## config.mk

```make
export PLATFORM = sky130hd
export DESIGN_NAME = sprite_dma_arbiter
export DESIGN_NICKNAME = d
export VERILOG_FILES = /design/src/rtl/sprite_dma_arbiter.sv
export SDC_FILE = /design/constraint.sdc
export NUM_CORES = 1
export LEC_CHECK = 0
export BUFFER_PORTS_ARGS = -buffer_cell sky130_fd_sc_hd__buf_2
export CAP_MARGIN = 30
export CORE_MARGIN = 10
export CORE_UTILIZATION = 35
export DETAILED_ROUTE_END_ITERATION = 8
export HOLD_SLACK_MARGIN = 0.03
export PLACE_DENSITY = 0.6
export SETUP_SLACK_MARGIN = 0.4
export SLEW_MARGIN = 20
export SYNTH_ARGS = -nofsm -noshare
export SYNTH_HDL_FRONTEND = slang
export SYNTH_SLANG_ARGS = --single-unit
```

## constraint.sdc

```tcl
create_clock -name i_clk -period 2.5 [get_ports i_clk]
set_clock_uncertainty 0.15 [all_clocks]
set_input_delay 0.375 -clock i_clk [delete_from_list [all_inputs] [get_ports i_clk]]
set_output_delay 0.375 -clock i_clk [all_outputs]
set_load 0.03 [all_outputs]
```

## src/rtl/sprite_dma_arbiter.sv

```systemverilog
// sprite_dma_arbiter: shares the system bus between the CPU and an OAM sprite-DMA engine
// Ports:
//   i_clk, i_reset_n                  clock, asynchronous active-low reset
//   i_cpu_rw/address/data             CPU bus request (rw 1=read 0=write)
//   o_cpu_rdy                         1 = CPU may advance, 0 = CPU stalled
//   o_rw, o_address, o_data, i_data   bus to the memory/PPU decode
//   o_dma_active                      1 while the DMA engine owns the bus
module sprite_dma_arbiter #(
  parameter logic [15:0] DMA_REG_ADDR  = 16'h4014,
  parameter logic [15:0] DMA_DEST_ADDR = 16'h2004,
  parameter int          TRANSFER_LEN  = 256
) (
  input  logic        i_clk,
  input  logic        i_reset_n,
  input  logic        i_cpu_rw,
  input  logic [15:0] i_cpu_address,
  input  logic [7:0]  i_cpu_data,
  output logic        o_cpu_rdy,
  output logic        o_rw,
  output logic [15:0] o_address,
  output logic [7:0]  o_data,
  input  logic [7:0]  i_data,
  output logic        o_dma_active
);
  typedef enum logic [2:0] {IDLE, HALT, ALIGN, READ, WRITE} state_t;
  localparam logic [7:0] LAST_IDX = 8'(TRANSFER_LEN - 1);
  state_t     state;
  logic [7:0] r_page, r_idx, r_byte;
  logic       r_odd;
  always_ff @(posedge i_clk or negedge i_reset_n) begin
    if (!i_reset_n) begin
      state  <= IDLE;
      r_page <= '0;
      r_idx  <= '0;
      r_byte <= '0;
      r_odd  <= 1'b0;
    end else begin
      r_odd <= ~r_odd;
      case (state)
        IDLE:
          if (!i_cpu_rw && i_cpu_address == DMA_REG_ADDR) begin
            r_page <= i_cpu_data;
            r_idx  <= '0;
            state  <= HALT;
          end
        // an odd HALT lets the first READ land on an even cycle without ALIGN
        HALT:  state <= r_odd ? READ : ALIGN;
        ALIGN: state <= READ;
        READ: begin
          r_byte <= i_data;
          state  <= WRITE;
        end
        WRITE:
          if (r_idx == LAST_IDX) begin
            r_idx <= '0;
            state <= IDLE;
          end else begin
            r_idx <= r_idx + 8'd1;
            state <= READ;
          end
        default: state <= IDLE;
      endcase
    end
  end
  always_comb begin
    o_cpu_rdy    = state == IDLE;
    o_dma_active = !o_cpu_rdy;
    o_rw         = o_cpu_rdy ? i_cpu_rw : state != WRITE;
    o_address    = state == READ  ? {r_page, r_idx} :
                   state == WRITE ? DMA_DEST_ADDR : i_cpu_address;
    o_data       = o_cpu_rdy ? i_cpu_data : state == WRITE ? r_byte : 8'h00;
  end
endmodule

```

==> results_tabular.tex <==
\begin{tabular}{lr}
\hline
Metric & Value \\
\hline
\multicolumn{2}{l}{\textbf{Status}} \\
Run status & finished, final reports clean \\
\multicolumn{2}{l}{\textbf{Routing}} \\
First-pass DRT Iterations & 4 \\
Routed wire length & 4.82 mm \\
WL per Instance & 16.6 um \\
Detail-routed via count per cell & 5.18 \\
Metal1 wirelength & 2.17 mm \\
DRC errors left & 0 \\
Top Layer Used & met4 \\
DR WL met2 & 2.15 mm \\
Vias after detailed routing & 1503 \\
Routed met3 length & 490 um \\
Number of routed nets with antenna violations & 0 \\
Number of DRC markers in iteration 0 & 107 \\
\multicolumn{2}{l}{\textbf{Critical path}} \\
Largest fanout of any net on the critical path & 14 \\
Endpoint required time on the critical path & 1.98 ns \\
Cell at the slowest stage of the critical path & sky130\_fd\_sc\_hd\_\_dfrtp\_2 \\
Length in cells of the worst reg-to-reg path & 6 \\
Critical path's largest stage delay & 0.42 ns \\
Ordered list of cells on the worst path & nand2\_1 -> or2\_4 -> inv\_8 -> nor2\_4 -> buf\_12 -> a22o\_4 -> buf\_6 \\
Capturing element type of the critical path & output port \\
CP Class & flop to output port \\
Endpoint of the most critical register-to-register path & r\_page[2]\$\_DFFE\_PN0P\_ \\
Reg2Reg Setup Slack & 0.43 ns \\
Stages on worst setup path & 7 \\
Worst Path Arrival & 1.63 ns \\
Critical path buffers and inverters & 3 \\
Worst Setup SP & state[0]\$\_DFFE\_PN0P\_ \\
Startpoint type of the worst setup path & flop \\
Worst R2R Start & state[1]\$\_DFFE\_PN0P\_ \\
Endpoint of the most critical setup path & o\_address[11] \\
Crit-path leading delay family & flip-flops \\
\multicolumn{2}{l}{\textbf{Cells and area}} \\
Layout fillers & 407 \\
Fraction of final layout cells sized beyond drive strength 1 & 0.462 \\
Layout overhead on the synthesized area & 54.1\% \\
NumNets Final & 276 \\
Diodes inserted & 0 \\
FF+latch area & 703 um2 \\
Total area of multi-input combinational cells & 890 um2 \\
\multicolumn{2}{l}{\textbf{Power}} \\
Maximum vdd ir drop & 0.000182 V \\
Switching fraction of total power & 0.241 \\
Internal power of the cells & 0.611 mW \\
Power density of the placed cells & 335 mW/mm2 \\
Relative contribution of sequential cells to total power & 0.574 \\
Clock network power share & 0.305 \\
NetSw & 0.194 mW \\
Proportion of power drawn by combinational gates & 0.120 \\
Total design power & 0.805 mW \\
Static leakage power & 1.23 nW \\
\multicolumn{2}{l}{\textbf{CTS}} \\
Clock tree from TritonCTS & yes \\
Clk slew on worst S/H paths & 0.09 ns \\
Number of CTS-inserted buffers & 3 \\
CTS Root Cell & sky130\_fd\_sc\_hd\_\_clkbuf\_8 \\
Number of buffers on the longest clock path & 2 \\
Clock latency on the worst-skew pair & 0.27 ns \\
H-Tree Level Count & 1 \\
Clock Sinks & 28 \\
\multicolumn{2}{l}{\textbf{Placed design}} \\
I/O Buffers & 61 \\
Global placer's final weighted congestion & 0.804 \\
Half-perimeter wire length of the detailed placement result & 3.46 mm \\
\multicolumn{2}{l}{\textbf{Floorplan}} \\
Area of the core & 0.00432 mm2 \\
Chip Height & 86.8 um \\
Starting density of the core & 0.361 \\
Floorplan row count & 24 \\
I/O pin cnt & 62 \\
Die Width & 86.8 um \\
Floorplan die area & 0.00753 mm2 \\
\multicolumn{2}{l}{\textbf{Logic synthesis}} \\
Average size of a mapped cell & 9.46 um2 \\
Synth Cell Area & 0.00156 mm2 \\
Yosys reg bits & 28 \\
Synth top cells by count & sky130\_fd\_sc\_hd\_\_nand2\_1, sky130\_fd\_sc\_hd\_\_dfrtp\_1, sky130\_fd\_sc\_hd\_\_a22o\_1, sky130\_fd\_sc\_hd\_\_nor2\_1, sky130\_fd\_sc\_hd\_\_mux2i\_1 \\
Register area share after synthesis & 0.449 \\
Count of mapped cells out of synthesis & 165 \\
Count of unique library cells instantiated by Yosys & 36 \\
Post-synthesis async set-or-reset flop share & 1.00 \\
Most common cell in the synthesized netlist & sky130\_fd\_sc\_hd\_\_nand2\_1 \\
Top FF cell, synth & sky130\_fd\_sc\_hd\_\_dfrtp\_1 \\
Yosys Warn Count & 0 \\
Most area-hungry cell type in the Yosys netlist & sky130\_fd\_sc\_hd\_\_dfrtp\_1 \\
Number of nets produced by synthesis & 201 \\
Post-synth EDFFs & 0 \\
Ranking of synthesized cells by area & sky130\_fd\_sc\_hd\_\_dfrtp\_1, sky130\_fd\_sc\_hd\_\_a22o\_1, sky130\_fd\_sc\_hd\_\_nand2\_1, sky130\_fd\_sc\_hd\_\_mux2i\_1, sky130\_fd\_sc\_hd\_\_mux2\_2 \\
Top cell type's share of synthesized area & 0.449 \\
\multicolumn{2}{l}{\textbf{Global route}} \\
Vias in the first global route & 1601 \\
Residual overflow from global routing & 0 \\
Pin count of the biggest net entering global routing & 29 \\
Global-route wire length before repair & 7.85 mm \\
Initial antenna violation count & 0 \\
Combined global-route utilization of all metal layers & 0.126 \\
\multicolumn{2}{l}{\textbf{Timing}} \\
Total Negative Setup Slacks & 0 ns \\
Final Hold Slack & 0.136 ns \\
Max-slew headroom & 0.570 \\
Final hold viol count & 0 \\
Unrepaired setup endpoints after global routing & yes \\
Post-layout min period & 2.15 ns \\
Worst Tran Pin Value & 0.645 ns \\
Ratio of final minimum period to clock period & 0.861 \\
Max-slew violations & 0 \\
Number of setup violations in the final report & 0 \\
Maximum clock frequency & 464 MHz \\
\multicolumn{2}{l}{\textbf{Flow run}} \\
Max-cap violations & 0 \\
\multicolumn{2}{l}{\textbf{Min path}} \\
Type of the tightest min-delay check & primary input to flop \\
Startpoint of the lowest-slack hold path & i\_data[0] \\
\hline
\end{tabular}
==> how the worst min path moves through the flow <==
stage                                        to  slack (ns)  cells after the start
after detailed placement        r_odd$_DFF_PN0_        0.27                      1
after global placement          r_odd$_DFF_PN0_        0.27                      1
after floorplan           r_byte[0]$_DFFE_PN0P_       -0.07                      0
after global routing      r_byte[6]$_DFFE_PN0P_        0.13                      3
final                     r_byte[0]$_DFFE_PN0P_        0.14                      3
after CTS                 r_byte[3]$_DFFE_PN0P_        0.13                      3
==> power by group through the flow <==
stage | clock, mW | combinational [mW] | sequential [mW]
after detailed placement | 0 | 0.0789 | 0.471
after global routing | 0.277 | 0.107 | 0.464
final | 0.246 | 0.0970 | 0.462
after global placement | 0 | 0.0796 | 0.471
after CTS | 0.249 | 0.0847 | 0.462
after floorplan | 0 | 0.0285 | 0.471
==> stage by stage <==
step	cells	cell area [um2]	util	worst slack, ns
after floorplan	165	1560	-	0.439
after global placement	276	1940	0.448	0.145
after detailed placement	276	1940	0.448	0.109
after CTS	286	2150	0.497	0.355
after global routing	290	2400	0.556	0.286
final	290	2400	0.556	0.347
==> flip-flops by register name, summed over array words and instances, names as in the netlist <==
register	count
state	3
r_idx	8
r_page	8
r_byte	8
r_odd	1
==> cells by family (layout without fill, tap and decap cells) <==
group / after synthesis / after routing / share of synthesized area
and+or+nand+nor: 67 / 67 / 0.205
xor gates and xnor gates: 1 / 1 / 0.00561
adders and majority gates: 1 / 1 / 0.00802
DFF: 28 / 28 / 0.449
buffers and inverters: 14 / 87 / 0.0417
AOI/OAI and AO/OA: 37 / 37 / 0.175
muxes: 17 / 17 / 0.115
==> tightest hold or removal path: cells and delay by family <==
family	cells	cell delay [ns]
buffers and inverters	1	0.08
AND/OR/NAND/NOR	2	0.08
==> layer usage <==
| metal | vias up | track usage |
|---|---|---|
| li1 | 733 | - |
| met1 | 710 | 0.160 |
| met2 | 58 | 0.199 |
| met3 | 2 | 0.0488 |
| met4 | 0 | 0.0221 |
| met5 | - | 0 |
==> repair_timing <==
action / in CTS / in global routing
pin swaps: 4 / 14
gates resized for setup: 33 / 67
cloned: 1 / 0
endpoints found under the setup margin: 16 / 35
hold endpoints to repair: 28 / 0
hold buffers: 1 / 0
setup buffers: 5 / 4
==> layout make-up <==
class | instances | share of cell area
Tap cell | 52 | 0.0271
Inverter | 5 | 0.0109
Sequential cell | 28 | 0.292
Multi-Input combinational cell | 123 | 0.370
Timing Repair Buffer | 79 | 0.283
Clock buffer | 3 | 0.0172
==> cell usage in the layout, fill, tap and decap left out, types with 5 or more instances in the layout <==
| master | count |
|---|---|
| sky130_fd_sc_hd__nor2_4 | 8 |
| sky130_fd_sc_hd__o21ai_0 | 8 |
| sky130_fd_sc_hd__nand2_1 | 31 |
| sky130_fd_sc_hd__nor2_1 | 5 |
| sky130_fd_sc_hd__dfrtp_1 | 26 |
| sky130_fd_sc_hd__a22o_1 | 14 |
| sky130_fd_sc_hd__mux2_2 | 8 |
| sky130_fd_sc_hd__mux2i_1 | 9 |
| sky130_fd_sc_hd__buf_2 | 35 |
| sky130_fd_sc_hd__buf_6 | 27 |
| sky130_fd_sc_hd__nand3_1 | 5 |
| sky130_fd_sc_hd__buf_4 | 11 |
Power figures use the tool's default switching activity.
